File: src/rtl/spi_erase_seq.sv
// Sector-erase sequencer for an SPI flash byte engine:
// WREN, SE, then RDSR polling until WIP clears or the poll budget runs out.
module spi_erase_seq #(
  parameter logic [23:0] SECTOR_ADDR = 24'h000000,
  parameter logic [7:0]  CMD_WREN    = 8'h06,
  parameter logic [7:0]  CMD_SE      = 8'hD8,
  parameter logic [7:0]  CMD_RDSR    = 8'h05,
  parameter int unsigned GAP         = 4,
  parameter logic [19:0] POLL_MAX    = 20'd1000000
) (
  input  logic        sclk,
  input  logic        rst_n,
  input  logic        flag,
  output logic        spi_req,
  output logic [7:0]  spi_cmd,
  output logic [23:0] spi_addr,
  output logic        spi_addr_en,
  output logic        spi_rd_en,
  input  logic        spi_ack,
  input  logic [7:0]  spi_rdata,
  output logic        busy,
  output logic        done,
  output logic        err
);

  typedef enum logic [2:0] {
    S_IDLE, S_WREN, S_GAP1, S_ERASE,
    S_GAP2, S_POLL, S_PGAP, S_FIN
  } state_t;

  localparam logic [7:0] GAP_LAST = 8'(GAP - 1);

  state_t      state_q, state_d;
  logic [7:0]  gap_q, gap_d;
  logic [19:0] poll_q, poll_d;
  logic [7:0]  stat_q, stat_d;
  logic        req_q, req_d;
  logic [7:0]  cmd_q, cmd_d;
  logic [23:0] addr_q, addr_d;
  logic        aen_q, aen_d;
  logic        ren_q, ren_d;
  logic        busy_q, busy_d;
  logic        done_q, done_d;
  logic        err_q, err_d;

  logic ack;
  logic gap_end;

  assign ack     = req_q & spi_ack;
  assign gap_end = (gap_q == GAP_LAST);

  always_comb begin
    state_d = state_q;
    gap_d   = gap_q;
    poll_d  = poll_q;
    stat_d  = stat_q;
    req_d   = req_q;
    cmd_d   = cmd_q;
    addr_d  = addr_q;
    aen_d   = aen_q;
    ren_d   = ren_q;
    busy_d  = busy_q;
    done_d  = 1'b0;
    err_d   = 1'b0;
    unique case (state_q)
      S_IDLE: begin
        if (flag) begin
          state_d = S_WREN;
          req_d   = 1'b1;
          cmd_d   = CMD_WREN;
          aen_d   = 1'b0;
          ren_d   = 1'b0;
          poll_d  = '0;
          busy_d  = 1'b1;
        end
      end
      S_WREN: begin
        if (ack) begin
          state_d = S_GAP1;
          req_d   = 1'b0;
          gap_d   = '0;
        end
      end
      S_GAP1: begin
        if (gap_end) begin
          state_d = S_ERASE;
          req_d   = 1'b1;
          cmd_d   = CMD_SE;
          addr_d  = SECTOR_ADDR;
          aen_d   = 1'b1;
          ren_d   = 1'b0;
        end else begin
          gap_d = gap_q + 8'd1;
        end
      end
      S_ERASE: begin
        if (ack) begin
          state_d = S_GAP2;
          req_d   = 1'b0;
          gap_d   = '0;
        end
      end
      S_GAP2: begin
        if (gap_end) begin
          state_d = S_POLL;
          req_d   = 1'b1;
          cmd_d   = CMD_RDSR;
          aen_d   = 1'b0;
          ren_d   = 1'b1;
        end else begin
          gap_d = gap_q + 8'd1;
        end
      end
      S_POLL: begin
        if (ack) begin
          state_d = S_PGAP;
          req_d   = 1'b0;
          gap_d   = '0;
          stat_d  = spi_rdata;
          poll_d  = poll_q + 20'd1;
        end
      end
      S_PGAP: begin
        if (!gap_end) begin
          gap_d = gap_q + 8'd1;
        end else if (!stat_q[0]) begin
          state_d = S_FIN;
          done_d  = 1'b1;
        end else if (poll_q < POLL_MAX) begin
          state_d = S_POLL;
          req_d   = 1'b1;
        end else begin
          state_d = S_IDLE;
          err_d   = 1'b1;
          busy_d  = 1'b0;
        end
      end
      S_FIN: begin
        state_d = S_IDLE;
        busy_d  = 1'b0;
      end
      default: begin
        state_d = S_IDLE;
        req_d   = 1'b0;
        busy_d  = 1'b0;
      end
    endcase
  end

  always_ff @(posedge sclk or negedge rst_n) begin
    if (!rst_n) begin
      state_q <= S_IDLE;
      gap_q   <= '0;
      poll_q  <= '0;
      stat_q  <= '0;
      req_q   <= 1'b0;
      cmd_q   <= '0;
      addr_q  <= '0;
      aen_q   <= 1'b0;
      ren_q   <= 1'b0;
      busy_q  <= 1'b0;
      done_q  <= 1'b0;
      err_q   <= 1'b0;
    end else begin
      state_q <= state_d;
      gap_q   <= gap_d;
      poll_q  <= poll_d;
      stat_q  <= stat_d;
      req_q   <= req_d;
      cmd_q   <= cmd_d;
      addr_q  <= addr_d;
      aen_q   <= aen_d;
      ren_q   <= ren_d;
      busy_q  <= busy_d;
      done_q  <= done_d;
      err_q   <= err_d;
    end
  end

  assign spi_req     = req_q;
  assign spi_cmd     = cmd_q;
  assign spi_addr    = addr_q;
  assign spi_addr_en = aen_q;
  assign spi_rd_en   = ren_q;
  assign busy        = busy_q;
  assign done        = done_q;
  assign err         = err_q;

endmodule

File: config.mk
export PLATFORM = sky130hd
export DESIGN_NAME = spi_erase_seq
export DESIGN_NICKNAME = d
export VERILOG_FILES = /design/src/rtl/spi_erase_seq.sv
export SDC_FILE = /design/constraint.sdc
export NUM_CORES = 1
export LEC_CHECK = 0
export CORE_MARGIN = 1
export CORE_UTILIZATION = 42
export CTS_BUF_LIST = sky130_fd_sc_hd__clkbuf_4 sky130_fd_sc_hd__clkbuf_8 sky130_fd_sc_hd__clkbuf_16
export DETAILED_ROUTE_END_ITERATION = 6
export GPL_ROUTABILITY_DRIVEN = 0
export PLACE_DENSITY = 0.67
export SYNTH_ARGS = -nofsm -noshare
export SYNTH_HDL_FRONTEND = slang
export SYNTH_SLANG_ARGS = --single-unit
File: constraint.sdc
create_clock -name sclk -period 2.35 [get_ports sclk]
set_input_delay 0.235 -clock sclk [delete_from_list [all_inputs] [get_ports sclk]]
set_output_delay 0.235 -clock sclk [all_outputs]
set_load 0.01 [all_outputs]
==> results summary <==
TritonCTS built the clock tree. By count the netlist is led by 41 x sky130_fd_sc_hd__dfrtp_1, 30 x sky130_fd_sc_hd__buf_4, 20 x sky130_fd_sc_hd__a21oi_1, 18 x sky130_fd_sc_hd__nor2_1, 17 x sky130_fd_sc_hd__o21ai_0. The share of post-route cells with drive strength above 1 came out at 13.5%. The delay of the slowest critical-path stage came out at 0.54 ns.

The area enclosed by the die boundary is 6220 um2. The clock-pin transition on the worst setup and hold timing paths came out at 0.08 ns. The final-report setup violation count came out at 0. The largest vdd supply drop is 0.470 mV. At the pin with the least slew margin, the transition time is 0.921 ns. At the worst endpoint, the arrival time is 2.13 ns.

In this run, post-CTS hold repair placed 0 buffers. The final max-slew violation count is 0. Input and output buffers added on the ports amount to 17.

Before antenna repair, the detailed router went through 4 iterations. The estimated wirelength of the detail-placed design came out at 3450 um. The via count normalized by instance count is 5.46. The number of clock sinks seen by CTS came out at 41. Sorting the synthesized cells by area gives the leading types as sky130_fd_sc_hd__dfrtp_1 41%, sky130_fd_sc_hd__buf_4 9.1%, sky130_fd_sc_hd__a21oi_1 4.0%. The post-placement worst setup slack came out at 0.256 ns. The via count came out at 1929. The fraction of synthesis flops using an asynchronous set or reset pin is 100%.

The number of fill cells in the layout is 539. The final antenna diode count is 0. The cell area after synthesis is 2480 um2.

Synthesis produced a netlist whose cell count is 261. The number of remaining DRC errors is 0. Subtracting the final worst setup slack from the clock period gives 1.90 ns. The setup clock skew after layout is 0.0106 ns. The kind of end point of the critical path is a flop. For this design the top-level I/O count stands at 50. The post-layout net count is 294. The count of warnings emitted by yosys is 0. For this run, the leading register cell type out of synthesis is sky130_fd_sc_hd__dfrtp_1. The flow ran to the end, and the final reports show no timing, DRC or antenna violations. The deepest clock path buffer count came out at 2. The number of buffers added by the clock tree synthesis step is 5. The power density of the placed cells is 955 nW/um2. The initial antenna violation count is 0.

The global-route wire length before repair is 8370 um. The number of library cell types mapped by synthesis came out at 56. The total negative slack for setup checks is 0 ns.

sky130_fd_sc_hd__dfrtp_1 takes more of the synthesized area than any other cell. The most common cell in the synthesized netlist is sky130_fd_sc_hd__dfrtp_1. For this run, the share of the core covered by cells in the final layout is 48.7%.

The normalized max-slew margin is 38.6%. The final layout contains routed wiring with a total length of 4920 um. The period utilization is 80.9%. The width of the die came out at 78.9 um.

The clock network latency to the later pin of the worst-skew pair came out at 0.30 ns. The standard-cell row count came out at 27. The per-cell routed wire length came out at 13.9 um. Setup repair after global routing left no endpoint under its margin. The launch point of the worst path is state_q[2]$_DFFE_PN0P_.

The analysis attributes to cell leakage a power of 1.16 nW. Of all nets on the critical path, the largest fanout is 13. The floorplan step set the die height to 78.9 um. The core area is 5610 um2. Once layout is done, the placed cells without fillers occupy 2730 um2. The max-cap violation count came out at 0. The largest net degree at the start of global routing came out at 42. The initial core utilization came out at 44.2%. The worst hold path belongs to the class in -> async.

The number of nets still failing antenna checks after routing came out at 0. The placed standard-cell area came out at 2610 um2. Hold timing on the final database bottoms out at a slack of 0.0695 ns. The total count of hold-check failures in the final report came out at 0. The tree is rooted in a sky130_fd_sc_hd__clkbuf_8. In this run, synthesis produced a sequential element count of 41. The count of H-tree levels built during CTS came out at 2. The number of violations reported at the end of detailed-routing iteration 0 came out at 80. The area share of the largest cell type after synthesis is 41.4%.

The post-layout worst setup margin is 0.450 ns. The remaining global-route overflow came out at 0. The number of global-route vias before repair was 1786. STA classifies the critical path startpoint as a flop. Static timing analysis puts the maximum clock frequency at 526 MHz. Walking the worst path, the cells encountered are nor3b_4, o21ai_2, or4_1, a21oi_1. The critical path data required time is 2.58 ns.

The signed area change from the synthesized netlist to the final layout is 9.98%. A synthesized cell averages 9.51 um2. The buffers inserted during post-CTS setup optimization is 0. The number of gates resized after CTS was 0. The critical path in this run is classified as reg -> reg.

The number of enable-type register cells in the synthesized netlist came out at 0. The total track usage came out at 17.3%. The startpoint identified for the worst register-to-register timing path is state_q[2]$_DFFE_PN0P_. For this design, the slowest cell found on the critical path is sky130_fd_sc_hd__or4_1. The share of synthesized area occupied by flip-flops and latches came out at 41.4%.
## path summary, 6_finish.rpt
check                           slack, ns                      to  depth (start not counted)
worst min-delay path                 0.07    gap_q[6]$_DFFE_PN0P_                          1
worst max-delay path                 0.45  poll_q[15]$_DFFE_PN0P_                          4
max in group asynchronous            1.71   poll_q[6]$_DFFE_PN0P_                          1
min in group sclk                    0.53   poll_q[0]$_DFFE_PN0P_                          1
worst min register to register       0.53   poll_q[0]$_DFFE_PN0P_                          1
worst max register to register       0.45  poll_q[15]$_DFFE_PN0P_                          4
## routing by layer
metal / GRT usage, % / routed length (um) / vias up
met2: 28.1 / 2300 / 36
met3: 2.76 / 136 / 8
met1: 23.0 / 2400 / 943
li1: - / - / 942
met4: 7.09 / 87 / 0
met5: 0 / 0 / -
## through the flow
step / power, mW / std cells
global placement: 2.01 / 345
global route: 2.79 / 353
finish: 2.61 / 353
floorplan: 1.75 / 285
detailed placement: 2.04 / 345
CTS: 2.64 / 353
## area by class of cell
type                    instances  area [um2]  share of cell area [%]
clock buffers                   6        82.6                    3.03
clock inverters                 2        37.5                    1.38
inverters                       7        26.3                   0.963
multi-input cells             198        1230                    44.9
flip-flops and latches         41        1030                    37.6
well taps                      72        90.1                    3.30
repair buffers                 27         240                    8.80
## worst max-delay path, delay by kind of cell, from the launching register on
family / cells / cell delay (ns)
compound gates: 2 / 0.39
flops: 1 / 0.51
simple gates: 2 / 0.93
## logic make-up after synthesis
family,Yosys count,synth area share [%]
fa+ha+maj,2,1.01
simple gates,85,20.5
buf+inv,46,12.9
xor+xnor,12,4.24
mux,2,0.857
other cells,1,0.151
flops,41,41.4
compound gates,72,19.0
## power breakdown
group          internal (mW)  total (mW)  switching, mW  leakage [nW]
clock network          0.345       0.593          0.248        0.0574
logic                  0.450        1.02          0.572         0.563
registers              0.836       0.992          0.156         0.540
## state kept, by name, summed over array words and instances, names as in the netlist
| signal | cells |
|---|---|
| busy | 1 |
| spi_req | 1 |
| state_q | 3 |
| poll_q | 20 |
| spi_cmd | 4 |
| gap_q | 8 |
| err | 1 |
| done | 1 |
| spi_rd_en | 1 |
| stat_q | 1 |
## layout by cell type (no fill, tap or decap), drive strengths merged, types with 6 or more instances in the layout
| cell type | count |
|---|---|
| dfrtp | 41 |
| conb | 25 |
| a21oi | 21 |
| o21ai | 19 |
| nor2 | 18 |
| clkdlybuf4s50 | 16 |
| nand2 | 15 |
| buf | 11 |
| xor2 | 8 |
| o31ai | 8 |
| or3 | 8 |
| inv | 7 |
| nand3 | 7 |
| nor4 | 6 |
| o211ai | 6 |
| clkbuf | 6 |
Note: power is estimated with default switching activity, not from simulation.
